[config.mk]
export PLATFORM = sky130hd
export DESIGN_NAME = imm_decode_stage
export DESIGN_NICKNAME = d
export VERILOG_FILES = /design/src/rtl/imm_decode_stage.sv
export SDC_FILE = /design/constraint.sdc
export NUM_CORES = 1
export LEC_CHECK = 0
export ABC_AREA = 1
export CORE_ASPECT_RATIO = 1.1
export CORE_MARGIN = 2
export CORE_UTILIZATION = 37
export DETAILED_ROUTE_END_ITERATION = 8
export PLACE_DENSITY = 0.62
export SLEW_MARGIN = 25
export SYNTH_ARGS = -nofsm -noshare
export SYNTH_HDL_FRONTEND = slang
export SYNTH_SLANG_ARGS = --single-unit
[constraint.sdc]
create_clock -name clk -period 4.6 [get_ports clk]
set_input_delay 0.92 -clock clk [delete_from_list [all_inputs] [get_ports clk]]
set_output_delay 0.92 -clock clk [all_outputs]
set_load 0.02 [all_outputs]
[src/rtl/imm_decode_stage.sv]
// Decode-stage immediate generator for the RV core.
// The immediate and its format are decoded from the incoming instruction word,
// then registered behind a valid/ready handshake. One output register plus a
// single skid entry give full throughput under backpressure. The skid entry is
// only filled when the output register is stalled, and in_ready comes straight
// from a flop, so it never depends combinationally on out_ready.
module imm_decode_stage #(
  parameter int XLEN  = 32,
  parameter int TAG_W = 32
) (
  input  logic             clk,
  input  logic             rst,
  input  logic             in_valid,
  output logic             in_ready,
  input  logic [31:0]      in_inst,
  input  logic [TAG_W-1:0] in_tag,
  output logic             out_valid,
  input  logic             out_ready,
  output logic [XLEN-1:0]  out_imm,
  output logic [2:0]       out_fmt,
  output logic [TAG_W-1:0] out_tag
);

  localparam logic [2:0] FMT_NONE = 3'd0;
  localparam logic [2:0] FMT_I    = 3'd1;
  localparam logic [2:0] FMT_S    = 3'd2;
  localparam logic [2:0] FMT_B    = 3'd3;
  localparam logic [2:0] FMT_U    = 3'd4;
  localparam logic [2:0] FMT_J    = 3'd5;
  localparam logic [2:0] FMT_Z    = 3'd6;
  localparam logic [2:0] FMT_ILL  = 3'd7;

  // Returns {fmt, imm}. Each raw immediate field is gathered into a signed
  // variable of its natural width. The XLEN-wide cast then does the sign
  // extension, so the same code serves XLEN=32 and XLEN=64.
  function automatic logic [XLEN+2:0] decode_inst(input logic [31:0] inst);
    logic signed [11:0] i12;
    logic signed [11:0] s12;
    logic signed [12:0] b13;
    logic signed [31:0] u32;
    logic signed [20:0] j21;
    logic [XLEN-1:0]    imm;
    logic [2:0]         fmt;
    i12 = inst[31:20];
    s12 = {inst[31:25], inst[11:7]};
    b13 = {inst[31], inst[7], inst[30:25], inst[11:8], 1'b0};
    u32 = {inst[31:12], 12'b0};
    j21 = {inst[31], inst[19:12], inst[20], inst[30:21], 1'b0};
    imm = '0;
    fmt = FMT_ILL;
    if (inst[1:0] == 2'b11) begin
      case (inst[6:2])
        5'b00000, 5'b00011, 5'b00100, 5'b11001: begin
          fmt = FMT_I;
          imm = XLEN'(i12);
        end
        5'b00110: begin
          // op-imm-32 only exists on RV64
          if (XLEN == 64) begin
            fmt = FMT_I;
            imm = XLEN'(i12);
          end
        end
        5'b01000: begin
          fmt = FMT_S;
          imm = XLEN'(s12);
        end
        5'b11000: begin
          fmt = FMT_B;
          imm = XLEN'(b13);
        end
        5'b01101, 5'b00101: begin
          fmt = FMT_U;
          imm = XLEN'(u32);
        end
        5'b11011: begin
          fmt = FMT_J;
          imm = XLEN'(j21);
        end
        5'b11100: begin
          if (inst[14]) begin
            fmt = FMT_Z;
            imm = XLEN'(inst[19:15]);
          end else begin
            fmt = FMT_I;
            imm = XLEN'(i12);
          end
        end
        5'b01100, 5'b01110: begin
          fmt = FMT_NONE;
        end
        default: begin
          fmt = FMT_ILL;
        end
      endcase
    end
    return {fmt, imm};
  endfunction

  // Stage p0: combinational decode of the incoming word.
  logic [XLEN+2:0] dec_p0;
  logic [XLEN-1:0] dec_imm_p0;
  logic [2:0]      dec_fmt_p0;
  logic            in_fire;
  logic            out_load;

  assign dec_p0                   = decode_inst(in_inst);
  assign {dec_fmt_p0, dec_imm_p0} = dec_p0;

  // Stage p1: skid entry that sits behind the output register.
  logic             skid_vld_p1;
  logic [XLEN-1:0]  skid_imm_p1;
  logic [2:0]       skid_fmt_p1;
  logic [TAG_W-1:0] skid_tag_p1;

  assign in_ready = ~skid_vld_p1;
  assign in_fire  = in_valid & in_ready;
  // The output register may take new data when it is empty or is being consumed.
  assign out_load = ~out_valid | out_ready;

  // Occupancy control: the skid entry fills only while the output is stalled
  // and empties whenever the output register is free to take it.
  always_ff @(posedge clk or posedge rst) begin
    if (rst) begin
      out_valid   <= 1'b0;
      skid_vld_p1 <= 1'b0;
    end else begin
      if (out_load) begin
        out_valid   <= skid_vld_p1 | in_fire;
        skid_vld_p1 <= 1'b0;
      end else if (in_fire) begin
        skid_vld_p1 <= 1'b1;
      end
    end
  end

  // Output register: the older skid entry has priority over the new input, which keeps FIFO order.
  always_ff @(posedge clk or posedge rst) begin
    if (rst) begin
      out_imm <= '0;
      out_fmt <= FMT_NONE;
      out_tag <= '0;
    end else if (out_load && skid_vld_p1) begin
      out_imm <= skid_imm_p1;
      out_fmt <= skid_fmt_p1;
      out_tag <= skid_tag_p1;
    end else if (out_load && in_fire) begin
      out_imm <= dec_imm_p0;
      out_fmt <= dec_fmt_p0;
      out_tag <= in_tag;
    end
  end

  // Skid payload: captures the decoded input only when the output register is stalled.
  always_ff @(posedge clk) begin
    if (!out_load && in_fire) begin
      skid_imm_p1 <= dec_imm_p0;
      skid_fmt_p1 <= dec_fmt_p0;
      skid_tag_p1 <= in_tag;
    end
  end

endmodule
==> impl_metrics.json, run 1 <==
{
  "gp_congestion": 0.9165,
  "vias": 5501,
  "post_cts_resized": 0,
  "htreeDepth": 4,
  "maxUsedRoutingLayer": "met4",
  "cts_setup_buffers": 0,
  "post-route-min-period_ns": 2.837,
  "cp_num_buf_inv": 4,
  "wire_per_inst_um": 13.90,
  "dpl.hpwl_um": 10450,
  "cp.arrival_ns": 2.87,
  "synth_top_family_by_area": "simple AND/OR/NAND/NOR gates",
  "cpMostUsedCell": "buf_4",
  "synth_seq_cells": 136,
  "drive_above_1_share": 0.06223,
  "cp_max_fo": 68,
  "fin_ws_ns": 1.763,
  "status": "complete, no violations",
  "num_antenna_cells": 0,
  "cts_tree": "yes",
  "post-place-ws_ns": 1.542,
  "critPathKind": "register to register",
  "slowest_stage": "buf_4",
  "min-delay-path-class": "register to register",
  "syn_inst": 798,
  "vdd_drop_max_uv": 258.3,
  "clock_path_buffers": 2,
  "relSlewSlack": 0.3499,
  "grt_pass1_wl_um": 25990,
  "met3_length_um": 960,
  "rsz0062_at_grt": "no",
  "grt_max_degree": 76,
  "worst_slew_pin_slew_ns": 0.9741,
  "die_h_um": 142.8,
  "path_delay_family": "buffers and inverters",
  "synth_xor_area_frac": 0,
  "fp.coreArea_sq_um": 17080,
  "cts_root_buf": "clkbuf_16",
  "fmax_mhz": 352.5,
  "post-route-period-util": 0.6166,
  "wl_met2_um": 7888,
  "fin_nets": 987,
  "synth_simple_gate_area_frac": 0.2883,
  "rows": 50,
  "route.final.wire_length_um": 16210,
  "antenna_found_initial": 1,
  "cts_made_buffers": 17,
  "dp_cells": 1134,
  "hold_viol_final": 0,
  "ioPinCount": 137,
  "syn-mean-instance-area_sq_um": 8.120,
  "crit_chain": "buf_4, inv_2, buf_4, nand2_1, nor2_4, buf_4",
  "netlist_area_sq_um": 6480,
  "synth_adder_area_share": 0,
  "ant_nets": 0,
  "wl_met1_um": 7238,
  "grt_pass1_vias": 5196,
  "setup_violations": 0,
  "drtPass1Iterations": 7,
  "grt_use_total": 0.1801,
  "clk_latency_ns": 0.42,
  "maxSlewViolCount": 0,
  "cp-start-kind": "register",
  "portBuffers": 136,
  "clock_skew_ns": 0.01109,
  "final_common_cell": "nand2_1",
  "yosysWarningCount": 0,
  "dieArea_sq_um": 18590,
  "hold_slack_ns": 0.4752,
  "end_kind": "register",
  "clkSinkCount": 136,
  "die_w_um": 130.2,
  "p_leak_nw": 4.305,
  "max_stage_delay_ns": 0.71,
  "power_density_nw_per_um2": 408.1,
  "drcViolationCount": 0,
  "synth-seq-area-share": 0.5769,
  "drv_cap": 0,
  "dr.first_iter.drc_count": 318,
  "synth.area.mux_share": 0,
  "start_util": 0.3794,
  "final_util": 0.5056,
  "fin_setup_tns_ns": 0,
  "grt_overflow": 0,
  "synth_cell_types": 25,
  "instances_no_fill": 1166,
  "synth_compound_area_frac": 0.07530,
  "layout_common_cells": "nand2_1 (331), clkdlybuf4s50_1 (136), nor2_1 (103), dfrtp_1 (69), edfxtp_1 (67)",
  "vias_per_cell": 4.718,
  "hold_buffers": 0,
  "cts.clk_slew.worst_paths_ns": 0.06,
  "required_ns": 4.63,
  "area_growth_pct": 33.25,
  "syn_nets": 866
}
cells by family after synthesis:
family | count (synthesis)
AOI/OAI and AO/OA | 97
buffers and inverters | 92
DFF | 136
and+or+nand+nor | 473
final cells by class:
type	instances	area, sq um
multi-input combinational	570	2366
sequential	136	3739
clock buffer	21	460.4
tap	234	292.8
clock inverter	11	148.9
inverter	49	186.4
timing repair buffer	145	1441
fill	1651	8444
routing by layer:
| layer | vias to the layer above | global-route usage |
|---|---|---|
| met5 | - | 0 |
| met3 | 13 | 0.04496 |
| met1 | 2579 | 0.2311 |
| li1 | 2764 | - |
| met2 | 145 | 0.2987 |
| met4 | 0 | 0.05716 |
final timing paths:
path | start | end | slack [ns] | depth (start not counted)
min in group asynchronous | rst | out_tag[15]$_DFFE_PP0P_ | 0.96 | 2
worst max-delay path | skid_vld_p1$_DFFE_PP0P_ | skid_imm_p1[13]$_DFFE_PP_ | 1.76 | 6
max in group asynchronous | rst | out_imm[22]$_DFFE_PP0P_ | 2.77 | 3
worst max register to register | skid_vld_p1$_DFFE_PP0P_ | skid_imm_p1[13]$_DFFE_PP_ | 1.76 | 6
worst min register to register | out_imm[8]$_DFFE_PP0P_ | out_imm[8]$_DFFE_PP0P_ | 0.48 | 2
worst min-delay path | out_imm[8]$_DFFE_PP0P_ | out_imm[8]$_DFFE_PP0P_ | 0.48 | 2
cells in the mapped netlist, drive strengths merged:
cell | number | area share
nor3b | 1 | 0.0012
buf | 24 | 0.020
nor2 | 110 | 0.068
dfrtp | 69 | 0.27
o21ai | 64 | 0.049
a21oi | 32 | 0.025
and2 | 5 | 0.0048
clkbuf | 19 | 0.011
a211oi | 1 | 0.0012
inv | 49 | 0.028
edfxtp | 67 | 0.31
nand3 | 18 | 0.014
nand4 | 1 | 0.00097
nand2 | 335 | 0.20
nor3 | 3 | 0.0031
registers in the layout, summed over array words and instances, names as in the netlist:
name and cells:
out_imm 32, out_fmt 3, out_valid 1, skid_tag_p1 32, out_tag 32, skid_imm_p1 32, skid_fmt_p1 3, skid_vld_p1 1
stage by stage:
stage,cell area (sq um),total power (W)
4_1_cts,8635,0.003563
5_1_grt,8635,0.003682
2_1_floorplan,6482,0.001825
3_5_place_dp,8025,0.002167
3_3_place_gp,8025,0.002161
6_report,8635,0.003524
worst register-to-register path: stages, from the launching register on:
cell     delay [ns]
dfrtp_1        0.37
buf_4          0.26
inv_2          0.11
buf_4          0.56
nand2_1        0.25
nor2_4         0.15
buf_4          0.71
power breakdown:
part	switching, W	internal [W]
Sequential	0.0000584	0.00140
Combinational	0.000388	0.000293
Clock	0.000506	0.000881
Note: power is estimated with default switching activity, not from simulation.
==> inputs of run 2 (changes only) <==
- clock period: 4.6 -> 2.94 ns (I/O delays scaled with it)
==> impl_metrics.json, run 2 (synthesis results as in run 1) <==
{
  "critPathKind": "register to output port",
  "drive_above_1_share": 0.07513,
  "fin_setup_tns_ns": 0,
  "cts_made_buffers": 17,
  "drcViolationCount": 0,
  "p_clk_frac": 0.403,
  "multiInputGateArea_sq_um": 2372,
  "drv_cap": 0,
  "seq_power_share": 0.404,
  "grt_use_met1": 0.2292,
  "grt_pass1_vias": 5226,
  "seq_area_sq_um": 3739,
  "ant_nets": 0,
  "grt_use_total": 0.1792,
  "fmax_mhz": 442.2,
  "gp_congestion": 0.9261,
  "min-delay-path-class": "register to register",
  "cts_tree": "yes",
  "cts_root_buf": "clkbuf_16",
  "end_kind": "output port",
  "relSlewSlack": 0.4982,
  "grt_overflow": 0,
  "vias": 5454,
  "fillers": 1642,
  "clock_path_buffers": 2,
  "portBuffers": 136,
  "status": "complete, no violations",
  "start_util": 0.3794,
  "post-route-period-util": 0.7692,
  "hold_buffers": 0,
  "die_w_um": 130.2,
  "post-route-min-period_ns": 2.261,
  "busiest_layer": "met2",
  "grt_max_degree": 79,
  "vdd_drop_max_uv": 371.5,
  "dpl.hpwl_um": 10640,
  "cts_setup_buffers": 0,
  "p_leak_nw": 4.401,
  "ioPinCount": 137,
  "post_cts_resized": 0,
  "area_growth_pct": 35.97,
  "wire_per_inst_um": 13.70,
  "num_antenna_cells": 0,
  "grt_util_met3": 0.04534,
  "swShare": 0.2628,
  "p_int_w": 0.004147,
  "hold_slack_ns": 0.4760,
  "cp_max_fo": 14,
  "route.final.wire_length_um": 16150,
  "cp-start-kind": "register",
  "die_h_um": 142.8,
  "p_sw_w": 0.001479,
  "dieArea_sq_um": 18590,
  "rows": 50,
  "required_ns": 2.35,
  "pwr-share-comb": 0.194,
  "antenna_found_initial": 0,
  "layout_common_cells": "nand2_1 (331), clkdlybuf4s50_1 (136), nor2_1 (103), dfrtp_1 (69), edfxtp_1 (67)",
  "drtPass1Iterations": 5,
  "final_common_cell": "nand2_1",
  "cp.arrival_ns": 1.67,
  "power_density_nw_per_um2": 638.5,
  "clkSinkCount": 136,
  "vias_per_cell": 4.626,
  "rsz0062_at_grt": "no",
  "clk_latency_ns": 0.41,
  "htreeDepth": 4,
  "fin_nets": 1000,
  "met2_usage": 0.2940,
  "cts.clk_slew.worst_paths_ns": 0.05,
  "clock_skew_ns": 0.009428,
  "grt_pass1_wl_um": 25990,
  "setup_violations": 0,
  "maxSlewViolCount": 0,
  "hold_viol_final": 0,
  "fp.coreArea_sq_um": 17080,
  "worst_slew_pin_slew_ns": 0.7503,
  "dr.first_iter.drc_count": 269
}
[run 2: cell count changes in the layout (fill, tap and decap cells not counted)]
| cell | previous run | this run |
|---|---|---|
| buf_12 | 1 | 4 |
| buf_4 | 8 | 18 |
| clkbuf_16 | 17 | 19 |
| clkinv_2 | 4 | 3 |
| clkinv_4 | 3 | 2 |
| clkinvlp_4 | 3 | 2 |
| inv_4 | 0 | 1 |
| nor3_2 | 1 | 0 |
| nor3_4 | 0 | 1 |
[run 2: stage by stage]
step           cells  worst slack, ns  total power, W  area (sq um)    util
2_1_floorplan    798           0.3036        0.002856          6487       -
6_report        1179           0.6786        0.005626          8811  0.5159
5_1_grt         1179           0.5999        0.005880          8811  0.5159
4_1_cts         1179           0.6388        0.005699          8811  0.5159
3_5_place_dp    1147           0.3598        0.003411          8167  0.4782
3_3_place_gp    1147           0.1588        0.003402          8160  0.4778
[run 2: critical path: stages, from the launching register on]
cell and delay [ns]:
dfrtp_1 0.39, inv_2 0.22, clkdlybuf4s50_1 0.66
[run 2: path summary, 6_finish.rpt]
check,start,end,slack [ns],cells past startpoint
min in group asynchronous,rst,out_tag[12]$_DFFE_PP0P_,0.59,3
worst max-delay path,skid_vld_p1$_DFFE_PP0P_,in_ready,0.68,2
worst min-delay path,out_imm[7]$_DFFE_PP0P_,out_imm[7]$_DFFE_PP0P_,0.48,2
worst min register to register,out_imm[7]$_DFFE_PP0P_,out_imm[7]$_DFFE_PP0P_,0.48,2
max in group asynchronous,rst,out_imm[30]$_DFFE_PP0P_,2.03,3
worst max register to register,skid_vld_p1$_DFFE_PP0P_,out_tag[2]$_DFFE_PP0P_,1.15,6
[run 2: layout make-up]
type / count / area share
multi-input combinational: 570 / 0.2692
inverter: 49 / 0.02116
tap: 234 / 0.03323
clock inverter: 9 / 0.01519
timing repair buffer: 158 / 0.1789
sequential: 136 / 0.4243
clock buffer: 23 / 0.05794
[run 2: power by group through the flow]
stage | Clock [W] | Combinational, W | Sequential [W]
2_1_floorplan | 0 | 0.000376 | 0.00248
3_3_place_gp | 0 | 0.00110 | 0.00230
3_5_place_dp | 0 | 0.00110 | 0.00231
4_1_cts | 0.00232 | 0.00111 | 0.00227
5_1_grt | 0.00239 | 0.00120 | 0.00229
6_report | 0.00227 | 0.00109 | 0.00227
[run 2: routing by layer]
| metal | routed length [um] | vias to the layer above |
|---|---|---|
| li1 | - | 2794 |
| met1 | 7311 | 2505 |
| met2 | 7772 | 145 |
| met3 | 883 | 10 |
| met4 | 180 | 0 |
| met5 | 0 | - |
